==> config.mk <==
export PLATFORM = sky130hd
export DESIGN_NAME = uart_rx_frame
export DESIGN_NICKNAME = d
export VERILOG_FILES = /design/src/rtl/uart_rx_frame.sv
export SDC_FILE = /design/constraint.sdc
export NUM_CORES = 1
export LEC_CHECK = 0
export ABC_CLOCK_PERIOD_IN_PS = 2200
export CORE_MARGIN = 1.5
export CORE_UTILIZATION = 40
export CTS_BUF_LIST = sky130_fd_sc_hd__clkbuf_16
export DETAILED_ROUTE_END_ITERATION = 6
export DONT_BUFFER_PORTS = 1
export PLACE_DENSITY = 0.53
export SLEW_MARGIN = 20
export SYNTH_ARGS = -nofsm -noshare
export SYNTH_HDL_FRONTEND = slang
export SYNTH_SLANG_ARGS = --single-unit
==> constraint.sdc <==
create_clock -name sysclk -period 2.2 [get_ports sysclk]
set_input_delay 0.66 -clock sysclk [delete_from_list [all_inputs] [get_ports sysclk]]
set_output_delay 0.66 -clock sysclk [all_outputs]
set_load 0.05 [all_outputs]
==> src/rtl/uart_rx_frame.sv <==
// UART receiver: sysclk-divided oversampling, 3-sample majority vote, optional parity,
// 1/2 stop bits, held receive register with acknowledge and error reporting.
module uart_rx_frame #(
    parameter int unsigned data_bits   = 8,
    parameter int unsigned parity_mode = 0,
    parameter int unsigned stop_bits   = 1,
    parameter int unsigned os_rate     = 16,
    parameter int unsigned tick_div    = 13
) (
    input  logic                 sysclk,
    input  logic                 rstH,
    input  logic                 rxd,
    output logic [data_bits-1:0] RDR,
    output logic                 rxd_readyH,
    input  logic                 rxd_ackH,
    output logic                 parity_errH,
    output logic                 frame_errH,
    output logic                 break_errH,
    output logic                 overrun_errH
);

    localparam int unsigned TickW = $clog2(tick_div);
    localparam int unsigned CellW = $clog2(os_rate);
    localparam logic [TickW-1:0] TickLast = TickW'(tick_div - 1);
    localparam logic [CellW-1:0] CellLast = CellW'(os_rate - 1);
    localparam logic [CellW-1:0] SmpA     = CellW'(os_rate / 2 - 1);
    localparam logic [CellW-1:0] SmpB     = CellW'(os_rate / 2);
    localparam logic [CellW-1:0] SmpC     = CellW'(os_rate / 2 + 1);
    localparam logic [3:0]       DataLast = 4'(data_bits - 1);
    localparam logic [3:0]       StopLast = 4'(stop_bits - 1);

    typedef enum logic [2:0] {StIdle, StStart, StData, StParity, StStop} state_e;

    state_e               state_q, state_d;
    logic                 sync1_q, sync2_q;
    logic [TickW-1:0]     tick_cnt_q, tick_cnt_d;
    logic [CellW-1:0]     cell_q, cell_d;
    logic [3:0]           bit_cnt_q, bit_cnt_d;
    logic [data_bits-1:0] shift_q, shift_d;
    logic                 smp_a_q, smp_a_d, smp_b_q, smp_b_d;
    logic                 zero_q, zero_d, perr_q, perr_d, ferr_q, ferr_d;
    logic                 armed_q, armed_d;
    logic [data_bits-1:0] rdr_q, rdr_d;
    logic                 ready_q, ready_d, pe_q, pe_d, fe_q, fe_d, be_q, be_d, ov_q, ov_d;

    logic tick, maj, decide, cell_end, commit, commit_fe, commit_be;

    always_ff @(posedge sysclk or posedge rstH) begin
        if (rstH) begin
            state_q    <= StIdle;
            sync1_q    <= 1'b1;
            sync2_q    <= 1'b1;
            tick_cnt_q <= '0;
            cell_q     <= '0;
            bit_cnt_q  <= '0;
            shift_q    <= '0;
            smp_a_q    <= 1'b0;
            smp_b_q    <= 1'b0;
            zero_q     <= 1'b0;
            perr_q     <= 1'b0;
            ferr_q     <= 1'b0;
            armed_q    <= 1'b1;
            rdr_q      <= '0;
            ready_q    <= 1'b0;
            pe_q       <= 1'b0;
            fe_q       <= 1'b0;
            be_q       <= 1'b0;
            ov_q       <= 1'b0;
        end else begin
            state_q    <= state_d;
            sync1_q    <= rxd;
            sync2_q    <= sync1_q;
            tick_cnt_q <= tick_cnt_d;
            cell_q     <= cell_d;
            bit_cnt_q  <= bit_cnt_d;
            shift_q    <= shift_d;
            smp_a_q    <= smp_a_d;
            smp_b_q    <= smp_b_d;
            zero_q     <= zero_d;
            perr_q     <= perr_d;
            ferr_q     <= ferr_d;
            armed_q    <= armed_d;
            rdr_q      <= rdr_d;
            ready_q    <= ready_d;
            pe_q       <= pe_d;
            fe_q       <= fe_d;
            be_q       <= be_d;
            ov_q       <= ov_d;
        end
    end

    always_comb begin
        tick       = (tick_cnt_q == TickLast);
        tick_cnt_d = tick ? '0 : tick_cnt_q + TickW'(1);
        maj        = (smp_a_q & smp_b_q) | (smp_a_q & sync2_q) | (smp_b_q & sync2_q);
        decide     = (cell_q == SmpC);
        cell_end   = (cell_q == CellLast);
        state_d    = state_q;
        cell_d     = cell_q;
        bit_cnt_d  = bit_cnt_q;
        shift_d    = shift_q;
        smp_a_d    = smp_a_q;
        smp_b_d    = smp_b_q;
        zero_d     = zero_q;
        perr_d     = perr_q;
        ferr_d     = ferr_q;
        armed_d    = armed_q;
        rdr_d      = rdr_q;
        ready_d    = ready_q;
        pe_d       = pe_q;
        fe_d       = fe_q;
        be_d       = be_q;
        ov_d       = ov_q;
        commit     = 1'b0;
        commit_fe  = 1'b0;
        commit_be  = 1'b0;

        if (tick) begin
            if (cell_q == SmpA) smp_a_d = sync2_q;
            if (cell_q == SmpB) smp_b_d = sync2_q;
            cell_d = cell_end ? '0 : cell_q + CellW'(1);
            unique case (state_q)
                StIdle: begin
                    cell_d = '0;
                    if (sync2_q) begin
                        armed_d = 1'b1;
                    end else if (armed_q) begin
                        state_d   = StStart;
                        cell_d    = CellW'(1);
                        bit_cnt_d = '0;
                        zero_d    = 1'b1;
                        perr_d    = 1'b0;
                        ferr_d    = 1'b0;
                    end
                end
                StStart: begin
                    if (decide && maj) begin
                        state_d = StIdle;
                        cell_d  = '0;
                    end else if (cell_end) begin
                        state_d = StData;
                    end
                end
                StData: begin
                    if (decide) begin
                        shift_d = {maj, shift_q[data_bits-1:1]};
                        zero_d  = zero_q & ~maj;
                    end
                    if (cell_end) begin
                        if (bit_cnt_q == DataLast) begin
                            bit_cnt_d = '0;
                            state_d   = (parity_mode != 0) ? StParity : StStop;
                        end else begin
                            bit_cnt_d = bit_cnt_q + 4'd1;
                        end
                    end
                end
                StParity: begin
                    if (decide) begin
                        perr_d = ((^shift_q) ^ maj) != (parity_mode == 2);
                        zero_d = zero_q & ~maj;
                    end
                    if (cell_end) state_d = StStop;
                end
                StStop: begin
                    // The last stop bit commits at its decision point, not at the cell end.
                    if (decide && bit_cnt_q == StopLast) begin
                        commit    = 1'b1;
                        commit_fe = ferr_q | ~maj;
                        commit_be = commit_fe & zero_q & ~maj;
                        state_d   = StIdle;
                        cell_d    = '0;
                        if (commit_fe) armed_d = 1'b0;
                    end else if (decide) begin
                        ferr_d = ferr_q | ~maj;
                        zero_d = zero_q & ~maj;
                    end
                    if (cell_end) bit_cnt_d = bit_cnt_q + 4'd1;
                end
                default: state_d = StIdle;
            endcase
        end

        if (commit) begin
            if (!ready_q || rxd_ackH) begin
                rdr_d   = shift_q;
                pe_d    = perr_q;
                fe_d    = commit_fe;
                be_d    = commit_be;
                ready_d = 1'b1;
            end else begin
                ov_d = 1'b1;
            end
        end else if (rxd_ackH && ready_q) begin
            ready_d = 1'b0;
            ov_d    = 1'b0;
        end
    end

    assign RDR          = rdr_q;
    assign rxd_readyH   = ready_q;
    assign parity_errH  = pe_q;
    assign frame_errH   = fe_q;
    assign break_errH   = be_q;
    assign overrun_errH = ov_q;

endmodule

==> reports/qor.yml, run 1 <==
grt:
  grt_max_degree: 45
  grt_pass1_vias: 1645
  grt_first_pass_wirelength_um: 7980
  antenna_found_initial: 0
  grt_usage_pct: 16.7
  overflow: 0
placed_design:
  place.gp.congestion: 0.889
  hpwl_um: 3350
  place_area_um2: 2430
  io_buffers: 0
cts:
  cts.path.max_buffers: 2
  cts_max_level: 2
  cts_tree: "built"
  clock_latency_ns: 0.28
  numCtsBuffers: 5
  cts_num_sinks: 44
  cts_root_buf: "clkbuf_16"
  path_clk_slew_ns: 0.06
  holdBufCountCts: 0
yosys:
  post_synth_fa_ha_maj_area_fraction_pct: 4.26
  synth-seq-cells: 44
  async_flop_share_pct: 100
  synth_cell_types: 52
  syn-cell-area_um2: 2290
  syn_inst: 206
  synth_enable_flop_cells: 0
  synth_compound_area_share_pct: 12.0
  ys.flop_type: "dfrtp_1"
  synthXorXnorAreaFrac_pct: 3.82
  avgSynthCellArea_um2: 11.1
  synthSimpleGateAreaFrac_pct: 14.7
  syn-num-nets: 217
  synth_warnings: 0
  synth.area.mux_share_pct: 12.8
  seq_area_frac_synth_pct: 48.2
  synth_top_family_by_area: "simple AND/OR/NAND/NOR gates"
die:
  die_h_um: 78.7
  coreArea_um2: 5510
  dieArea_um2: 6190
  io-pin-count: 17
  die_x_um: 78.7
  rows: 27
  start_util_pct: 41.6
sta:
  setup_violations: 0
  slew_headroom_pct: 58.4
  period_share_pct: 96.8
  clock.fmax_mhz: 470
  worstMarginPinSlew_ns: 0.624
  hold_viol: 0
  fin_setup_tns_ns: 0
  finalMaxSlewViolations: 0
  min_period_ns: 2.13
  fin_worst_skew_ns: 0.00602
min_path:
  hp-class: "reg2reg"
  min-delay-start: "sync1_q"
route:
  met1_length_um: 2060
  firstDrtPassIters: 4
  wl_met3_um: 174
  drt-total-wl_um: 4670
  drt_first_iter_violations: 64
  route.met2.wl_um: 2390
  drc: 0
  wl_per_cell_um: 16.1
  highest_layer: "met4"
  vias: 1581
  final_antenna_net_count: 0
  avgViaCountPerCell: 5.43
power:
  powerDensity_nw_per_um2: 623
  leakage_nw: 1.16
  ir_drop_v: 0.000385
  power.total_w: 0.00161
final_layout:
  finish.utilization_pct: 46.8
  drive_gt1_share_pct: 24.7
  syn_to_final_growth_pct: 12.6
  final-seq-area_um2: 1100
  nNetsFinal: 229
  fillers: 495
  antennaDiodeCount: 0
  multiInputGateArea_um2: 1090
  design_area_um2: 2580
critical_path:
  crit_required_ns: 2.36
  crit_start: "cell_q[1]"
  worstPathArrival_ns: 2.29
  worstReg2RegStart: "cell_q[1]"
  worstRegToRegCells: 8
  path_class: "reg2reg"
  r2r-end: "RDR[4]"
  crit_end: "RDR[4]"
  startpoint_type: "flip-flop"
  path_max_fanout: 9
  cp-end-kind: "flip-flop"
  reg2reg_slack_ns: 0.07
status:
  status: "completed"
flow_run:
  maxCapViolCount: 0
-- worst min path at each step --
stage	depth (start not counted)	endpoint	slack (ns)
6_report	0	sync2_q	0.36
5_1_grt	0	sync2_q	0.36
4_1_cts	0	sync2_q	0.36
3_5_place_dp	0	sync2_q	0.35
3_3_place_gp	0	sync2_q	0.35
2_1_floorplan	0	sync2_q	0.35
-- cells by family (layout without fill, tap and decap cells) --
| kind of cell | Yosys count | after routing |
|---|---|---|
| muxes | 23 | 23 |
| adders and majority gates | 8 | 8 |
| xor gates and xnor gates | 10 | 10 |
| DFF | 44 | 44 |
| buffers and inverters | 19 | 32 |
| AOI/OAI and AO/OA | 40 | 40 |
| and+or+nand+nor | 62 | 62 |
-- power by group --
part / leakage (nW) / internal [W] / total [W] / switching [W]
registers: 0.582 / 0.000822 / 0.000830 / 0.00000805
logic: 0.503 / 0.0000183 / 0.0000565 / 0.0000382
clock network: 0.0736 / 0.000418 / 0.000721 / 0.000302
total: 1.16 / 0.00126 / 0.00161 / 0.000349
-- metal layers --
| metal | GRT usage, % | up-vias |
|---|---|---|
| met5 | 0 | - |
| met4 | 5.36 | 0 |
| met3 | 4.65 | 7 |
| met2 | 28.0 | 34 |
| met1 | 20.7 | 788 |
| li1 | - | 752 |
-- final cells by class --
class                   count  area share, %
clock buffers               5           4.85
inverters                  12           1.75
multi-input cells         143           42.4
flip-flops and latches     44           42.8
repair buffers             12           3.98
well taps                  72           3.49
clock inverters             3          0.728
-- cells in the mapped netlist, types with 2 or more instances --
cell type,n,share of area (%)
a21o_1,2,0.66
a21oi_1,7,1.5
and3_2,3,0.98
clkbuf_1,5,0.82
dfrtp_1,41,45
dfstp_2,3,3.4
ha_1,7,3.8
inv_1,12,2.0
mux2_2,11,5.4
mux2_4,10,6.6
mux2i_1,2,0.87
nand2_1,21,3.4
nand2b_1,2,0.55
nand3_1,8,1.7
nor2_1,8,1.3
nor2b_1,2,0.55
nor3_1,4,0.87
nor3b_1,2,0.66
o2111ai_1,3,1.1
o211ai_1,2,0.66
o21a_1,2,0.66
o21ai_0,10,2.2
o41ai_1,2,0.76
xnor2_1,9,3.4
-- layout by cell type (no fill, tap or decap), types with 3 or more instances in the layout --
master and instances:
dfrtp_1 41, nand2_1 21, mux2_2 11, inv_1 11, buf_4 11, mux2_4 10
o21ai_0 10, xnor2_1 9, nand3_1 8, nor2_1 8, a21oi_1 7, ha_1 7
clkbuf_16 5, nor3_1 4, o2111ai_1 3, and3_2 3, dfstp_2 3
-- worst max-delay path, cell delays in order (launching register included) --
cell	delay [ns]
dfrtp_1	0.40
inv_1	0.11
ha_1	0.16
and3b_2	0.22
nand3_4	0.09
or3_4	0.40
a21oi_4	0.16
buf_12	0.16
mux2_4	0.30
-- flip-flops by register name, summed over array words and instances, names as in the netlist, 3 cells and up --
register    count
tick_cnt_q      4
cell_q          4
RDR             8
bit_cnt_q       4
state_q         3
shift_q         8
-- metrics by stage --
step | instances | hold WS (ns) | worst slack, ns
finish | 291 | 0.358 | 0.0706
global route | 291 | 0.360 | -0.00772
CTS | 290 | 0.360 | 0.0215
detailed placement | 282 | 0.347 | 0.0304
global placement | 282 | 0.349 | 0.114
floorplan | 206 | 0.345 | 0.137
-- repair_timing --
action,in CTS,in global routing
resized for setup,0,1
setup buffers,0,1
endpoints found under the setup margin,0,9
No activity file was read; power rests on OpenSTA's default activity.
==> inputs of run 2 (changes only) <==
Settings changed: CORE_ASPECT_RATIO set to 0.9, CORE_MARGIN 1.5 to 4.
==> run 2 against run 1 <==
- register-to-register slack better by 0.06 ns
- combinational power is 3% higher
- core utilization rose by 1.5 points
- power up 6.9%
- critical path type unchanged
- critical endpoint is now RDR[5]
==> reports/qor.yml, run 2 (same netlist as run 1, synthesis figures left out) <==
die:
  die_h_um: 79.8  # +1.4%
  coreArea_um2: 5410  # -1.7%
  die_x_um: 87.8  # +12%
  dieArea_um2: 7000  # +13%
  io-pin-count: 17  # unchanged
  start_util_pct: 42.3  # +0.73 points
  rows: 25  # -7.4%
final_layout:
  syn_to_final_growth_pct: 14.1
  final_cell_mix: "dfrtp_1 (41), nand2_1 (21), buf_4 (14)"
  nNetsFinal: 232  # +1.3%
  fillers: 488  # -1.4%
  final_common_cell: "dfrtp_1"
  antennaDiodeCount: 0  # unchanged
  drive_gt1_share_pct: 25.2  # +0.57 points
  fin_cells: 289  # -0.69%
sta:
  worstMarginPinSlew_ns: 0.616  # -0.00798 ns
  period_share_pct: 94.2  # -2.6 points
  setup_violations: 0  # unchanged
  fin_worst_skew_ns: 0.00440  # -0.00162 ns
  fin_setup_tns_ns: 0  # unchanged
  rsz0062_at_grt: "no"
  finalMaxSlewViolations: 0  # unchanged
  clock.fmax_mhz: 483  # +2.8%
  min_period_ns: 2.07  # -0.0576 ns
  slew_headroom_pct: 59.0  # +0.53 points
  hold_viol: 0  # unchanged
grt:
  grt_usage_pct: 13.6  # -3.1 points
  antenna_found_initial: 0  # unchanged
  grt_first_pass_wirelength_um: 7370  # -7.7%
  grt_max_degree: 45  # unchanged
  overflow: 0  # unchanged
  grt_pass1_vias: 1526  # -7.2%
critical_path:
  cp-end-kind: "flip-flop"
  path_class: "reg2reg"
  cpMaxStageDelayCell: "or3_4"
  cp_num_buf_inv: 2  # unchanged
  critical_path.cell_chain: "inv_1 > ha_1 > and3b_2 > nand3_4 > or3_4 > a21oi_4 > buf_12 > mux2_4"
  critPathMaxStageDelay_ns: 0.40  # about the same
  crit_family: "simple AND/OR/NAND/NOR gates"
  worstPathArrival_ns: 2.23  # -0.06 ns
  path_max_fanout: 9  # unchanged
  reg2reg_slack_ns: 0.13  # +0.06 ns
  startpoint_type: "flip-flop"
  crit_required_ns: 2.36  # about the same
power:
  pwr-share-comb_pct: 3.4  # about the same
  p_int_w: 0.00137  # +9.0%
  p_sw_share_pct: 20.1  # -1.6 points
  powerDensity_nw_per_um2: 657  # +5.4%
  clkPwrFrac_pct: 48.3  # +3.5 points
  switchingPower_w: 0.000346  # -0.76%
  seqPwrFrac_pct: 48.3  # -3.3 points
  ir_drop_v: 0.000422  # +9.7%
  leakage_nw: 1.19  # +2.3%
cts:
  cts.path.max_buffers: 2  # unchanged
  cts_num_sinks: 44  # unchanged
  holdBufCountCts: 0  # unchanged
  numCtsBuffers: 5  # unchanged
  cts_root_buf: "clkbuf_16"
  cts_max_level: 2  # unchanged
  cts_tree: "built"
  clock_latency_ns: 0.28  # about the same
  path_clk_slew_ns: 0.06  # about the same
route:
  final_antenna_net_count: 0  # unchanged
  drt_first_iter_violations: 107  # +67%
  firstDrtPassIters: 4  # unchanged
  vias: 1566  # -0.95%
  avgViaCountPerCell: 5.42  # -0.26%
  wl_per_cell_um: 15.6  # -2.8%
  drt-total-wl_um: 4510  # -3.4%
  drc: 0  # unchanged
flow_run:
  maxCapViolCount: 0  # unchanged
min_path:
  hp-class: "reg2reg"
placed_design:
  hpwl_um: 3260  # -2.8%
  dp_cells: 279  # -1.1%
  place.gp.congestion: 0.880  # -1.0%
  io_buffers: 0  # unchanged
status:
  status: "completed"
==> run 2: path summary, 6_finish.rpt <==
check	startpoint	endpoint	cells past startpoint
worst max-delay path	cell_q[1]	RDR[5]	8
worst min-delay path	sync1_q	sync2_q	0
worst max register to register	cell_q[1]	RDR[5]	8
worst min register to register	sync1_q	sync2_q	0
max in group asynchronous	rstH	armed_q	2
min in group asynchronous	rstH	shift_q[4]	2
==> run 2: final cells by class <==
| class | count | area (um^2) | area share (%) |
|---|---|---|---|
| clock buffers | 5 | 125 | 4.78 |
| clock inverters | 3 | 38.8 | 1.48 |
| inverters | 12 | 45.0 | 1.72 |
| multi-input cells | 143 | 1090 | 41.8 |
| flip-flops and latches | 44 | 1100 | 42.2 |
| well taps | 67 | 83.8 | 3.21 |
| repair buffers | 15 | 125 | 4.78 |
==> run 2: layer usage <==
metal  wire length [um]  global-route usage [%]
met4                 19                    3.53
met2               2090                    20.6
met1               2210                    19.2
met3                201                    3.51
met5                  0                       0
==> run 2: power by group through the flow <==
| stage | Sequential (W) | Combinational [W] | Clock, W |
|---|---|---|---|
| after floorplan | 0.000842 | 0.0000409 | 0 |
| after global placement | 0.000843 | 0.0000577 | 0 |
| after detailed placement | 0.000844 | 0.0000582 | 0 |
| after CTS | 0.000829 | 0.0000586 | 0.000847 |
| after global routing | 0.000830 | 0.0000672 | 0.000879 |
| final | 0.000829 | 0.0000582 | 0.000830 |
==> run 2: metrics by stage <==
step,area (um^2),setup WS (ns),hold slack (ns),total power (W),utilization (%)
global route,2620,0.0133,0.361,0.00178,48.3
floorplan,2290,0.137,0.345,0.000883,-
global placement,2430,0.0789,0.350,0.000901,45.0
CTS,2600,0.00467,0.359,0.00173,48.0
detailed placement,2430,0.0116,0.351,0.000902,45.0
finish,2620,0.128,0.358,0.00172,48.3
==> run 2: what timing repair did <==
item                                    in CTS  in global routing
endpoints found under the setup margin       0                 10
buffers inserted                             0                  2
gates resized for setup                      0                  1
hold endpoints to repair                     0                  0
==> inputs of run 3 (changes only) <==
Settings changed: HOLD_SLACK_MARGIN set to 0.06, PLACE_DENSITY 0.53 to not set, PLACE_DENSITY_LB_ADDON set to 0.3.
==> run 3 against run 2 <==
- combinational power about the same
- power is 0.95% higher
- worst setup slack worse by 0.013 ns
- critical path type unchanged
==> reports/qor.yml, run 3 (same netlist as run 1, synthesis figures left out) <==
critical_path:
  startpoint_type: "flip-flop"
  crit_end: "RDR[4]"
  r2r-end: "RDR[4]"
  path_max_fanout: 10  # +1
  crit_start: "cell_q[1]"
  crit_required_ns: 2.37  # about the same
  worstPathArrival_ns: 2.26  # +0.03 ns
  path_class: "reg2reg"
  reg2reg_slack_ns: 0.12  # about the same
  worstReg2RegStart: "cell_q[1]"
  cp-end-kind: "flip-flop"
  worstRegToRegCells: 8  # unchanged
route:
  wl_per_cell_um: 15.1  # -3.6%
  drt_first_iter_violations: 111  # +3.7%
  drt-total-wl_um: 4320  # -4.2%
  avgViaCountPerCell: 5.34  # -1.4%
  firstDrtPassIters: 4  # unchanged
  final_antenna_net_count: 0  # unchanged
  vias: 1533  # -2.1%
  drc: 0  # unchanged
placed_design:
  dp_cells: 279  # unchanged
  hpwl_um: 3240  # -0.62%
  place.gp.congestion: 0.827  # -6.1%
  io_buffers: 0  # unchanged
cts:
  holdBufCountCts: 0  # unchanged
  path_clk_slew_ns: 0.07  # about the same
  cts.path.max_buffers: 2  # unchanged
  clock_latency_ns: 0.28  # about the same
  cts_setup_buffers: 0  # unchanged
  cts_num_sinks: 44  # unchanged
  cts_tree: "built"
  cts_max_level: 2  # unchanged
  cts_root_buf: "clkbuf_16"
  numCtsBuffers: 5  # unchanged
  cts-resized-gates: 0  # unchanged
final_layout:
  syn_to_final_growth_pct: 13.8
  multiInputGateArea_um2: 1090  # unchanged
  fillers: 495  # +1.4%
  final_cell_mix: "dfrtp_1 (41), nand2_1 (21), buf_4 (12)"
  drive_gt1_share_pct: 25.9  # +0.68 points
  fin_cells: 287  # -0.69%
  final_common_cell: "dfrtp_1"
  nNetsFinal: 230  # -0.86%
  antennaDiodeCount: 0  # unchanged
  final-seq-area_um2: 1100  # unchanged
die:
  io-pin-count: 17  # unchanged
  die_x_um: 87.8  # unchanged
  dieArea_um2: 7000  # unchanged
  rows: 25  # unchanged
  coreArea_um2: 5410  # unchanged
  start_util_pct: 42.3  # unchanged
  die_h_um: 79.8  # unchanged
power:
  p_sw_share_pct: 20.4  # +0.25 points
  ir_drop_v: 0.000480  # +14%
  seqPwrFrac_pct: 47.9  # -0.4 points
  p_int_w: 0.00138  # +0.64%
  switchingPower_w: 0.000354  # +2.2%
  pwr-share-comb_pct: 3.3  # about the same
  leakage_nw: 1.17  # -1.1%
  powerDensity_nw_per_um2: 665  # +1.2%
  clkPwrFrac_pct: 48.8  # +0.5 points
grt:
  grt_pass1_vias: 1597  # +4.7%
  antenna_found_initial: 0  # unchanged
  grt_max_degree: 22  # -51%
  overflow: 0  # unchanged
  grt_usage_pct: 13.8  # +0.22 points
  grt_first_pass_wirelength_um: 7530  # +2.2%
sta:
  hold_viol: 0  # unchanged
  setup_violations: 0  # unchanged
  slew_headroom_pct: 59.3  # +0.37 points
  fin_setup_tns_ns: 0  # unchanged
  finalMaxSlewViolations: 0  # unchanged
  rsz0062_at_grt: "no"
  clock.fmax_mhz: 480  # -0.62%
  period_share_pct: 94.8  # +0.59 points
  min_period_ns: 2.08  # +0.0130 ns
  worstMarginPinSlew_ns: 0.610  # -0.00552 ns
  fin_worst_skew_ns: 0.00732  # +0.00293 ns
status:
  status: "completed"
min_path:
  hp-class: "in2async"
flow_run:
  maxCapViolCount: 0  # unchanged
## run 3: worst min-delay path by stage
stage | start | to | slack, ns
final | rstH | RDR[5] | 0.27
after global routing | rstH | RDR[5] | 0.30
after CTS | rstH | RDR[5] | 0.28
after detailed placement | sync1_q | sync2_q | 0.35
after global placement | sync1_q | sync2_q | 0.35
after floorplan | sync1_q | sync2_q | 0.35
## run 3: final cells by class
type	instances	area share, %
multi-input combinational	143	41.9
timing repair buffer	13	4.22
clock inverter	3	1.78
inverter	12	1.73
sequential	44	42.4
tap	67	3.21
clock buffer	5	4.80
## run 3: critical path, stage by stage, from the launching register on
cell     delay, ns
dfrtp_1       0.41
inv_2         0.08
ha_1          0.14
and3b_2       0.21
nand3_4       0.09
or3_4         0.39
a21oi_4       0.17
buf_12        0.17
mux2_4        0.30
## run 3: per-layer routing
| metal | track usage, % | part of all wire [%] | up-vias |
|---|---|---|---|
| li1 | - | - | 757 |
| met1 | 19.3 | 52 | 744 |
| met2 | 20.6 | 43 | 26 |
| met3 | 3.82 | 3.5 | 6 |
| met4 | 4.29 | 1.2 | 0 |
| met5 | 0 | 0 | - |
## run 3: power groups by stage
stage                     sequential [W]  combinational [W]  clock (W)
after global routing            0.000830          0.0000671   0.000907
after global placement          0.000843          0.0000584          0
after detailed placement        0.000844          0.0000595          0
after floorplan                 0.000842          0.0000409          0
final                           0.000830          0.0000580   0.000846
after CTS                       0.000829          0.0000595   0.000870
## run 3: metrics by stage
| step | setup WS [ns] | utilization, % | hold WS [ns] | power, W | instance area, um^2 |
|---|---|---|---|---|---|
| 5_1_grt | 0.0271 | 48.2 | 0.299 | 0.00181 | 2610 |
| 3_5_place_dp | 0.0491 | 45.0 | 0.347 | 0.000904 | 2430 |
| 2_1_floorplan | 0.137 | - | 0.345 | 0.000883 | 2290 |
| 4_1_cts | 0.0574 | 48.2 | 0.284 | 0.00176 | 2610 |
| 3_3_place_gp | 0.130 | 45.0 | 0.347 | 0.000902 | 2430 |
| 6_report | 0.115 | 48.2 | 0.270 | 0.00173 | 2610 |
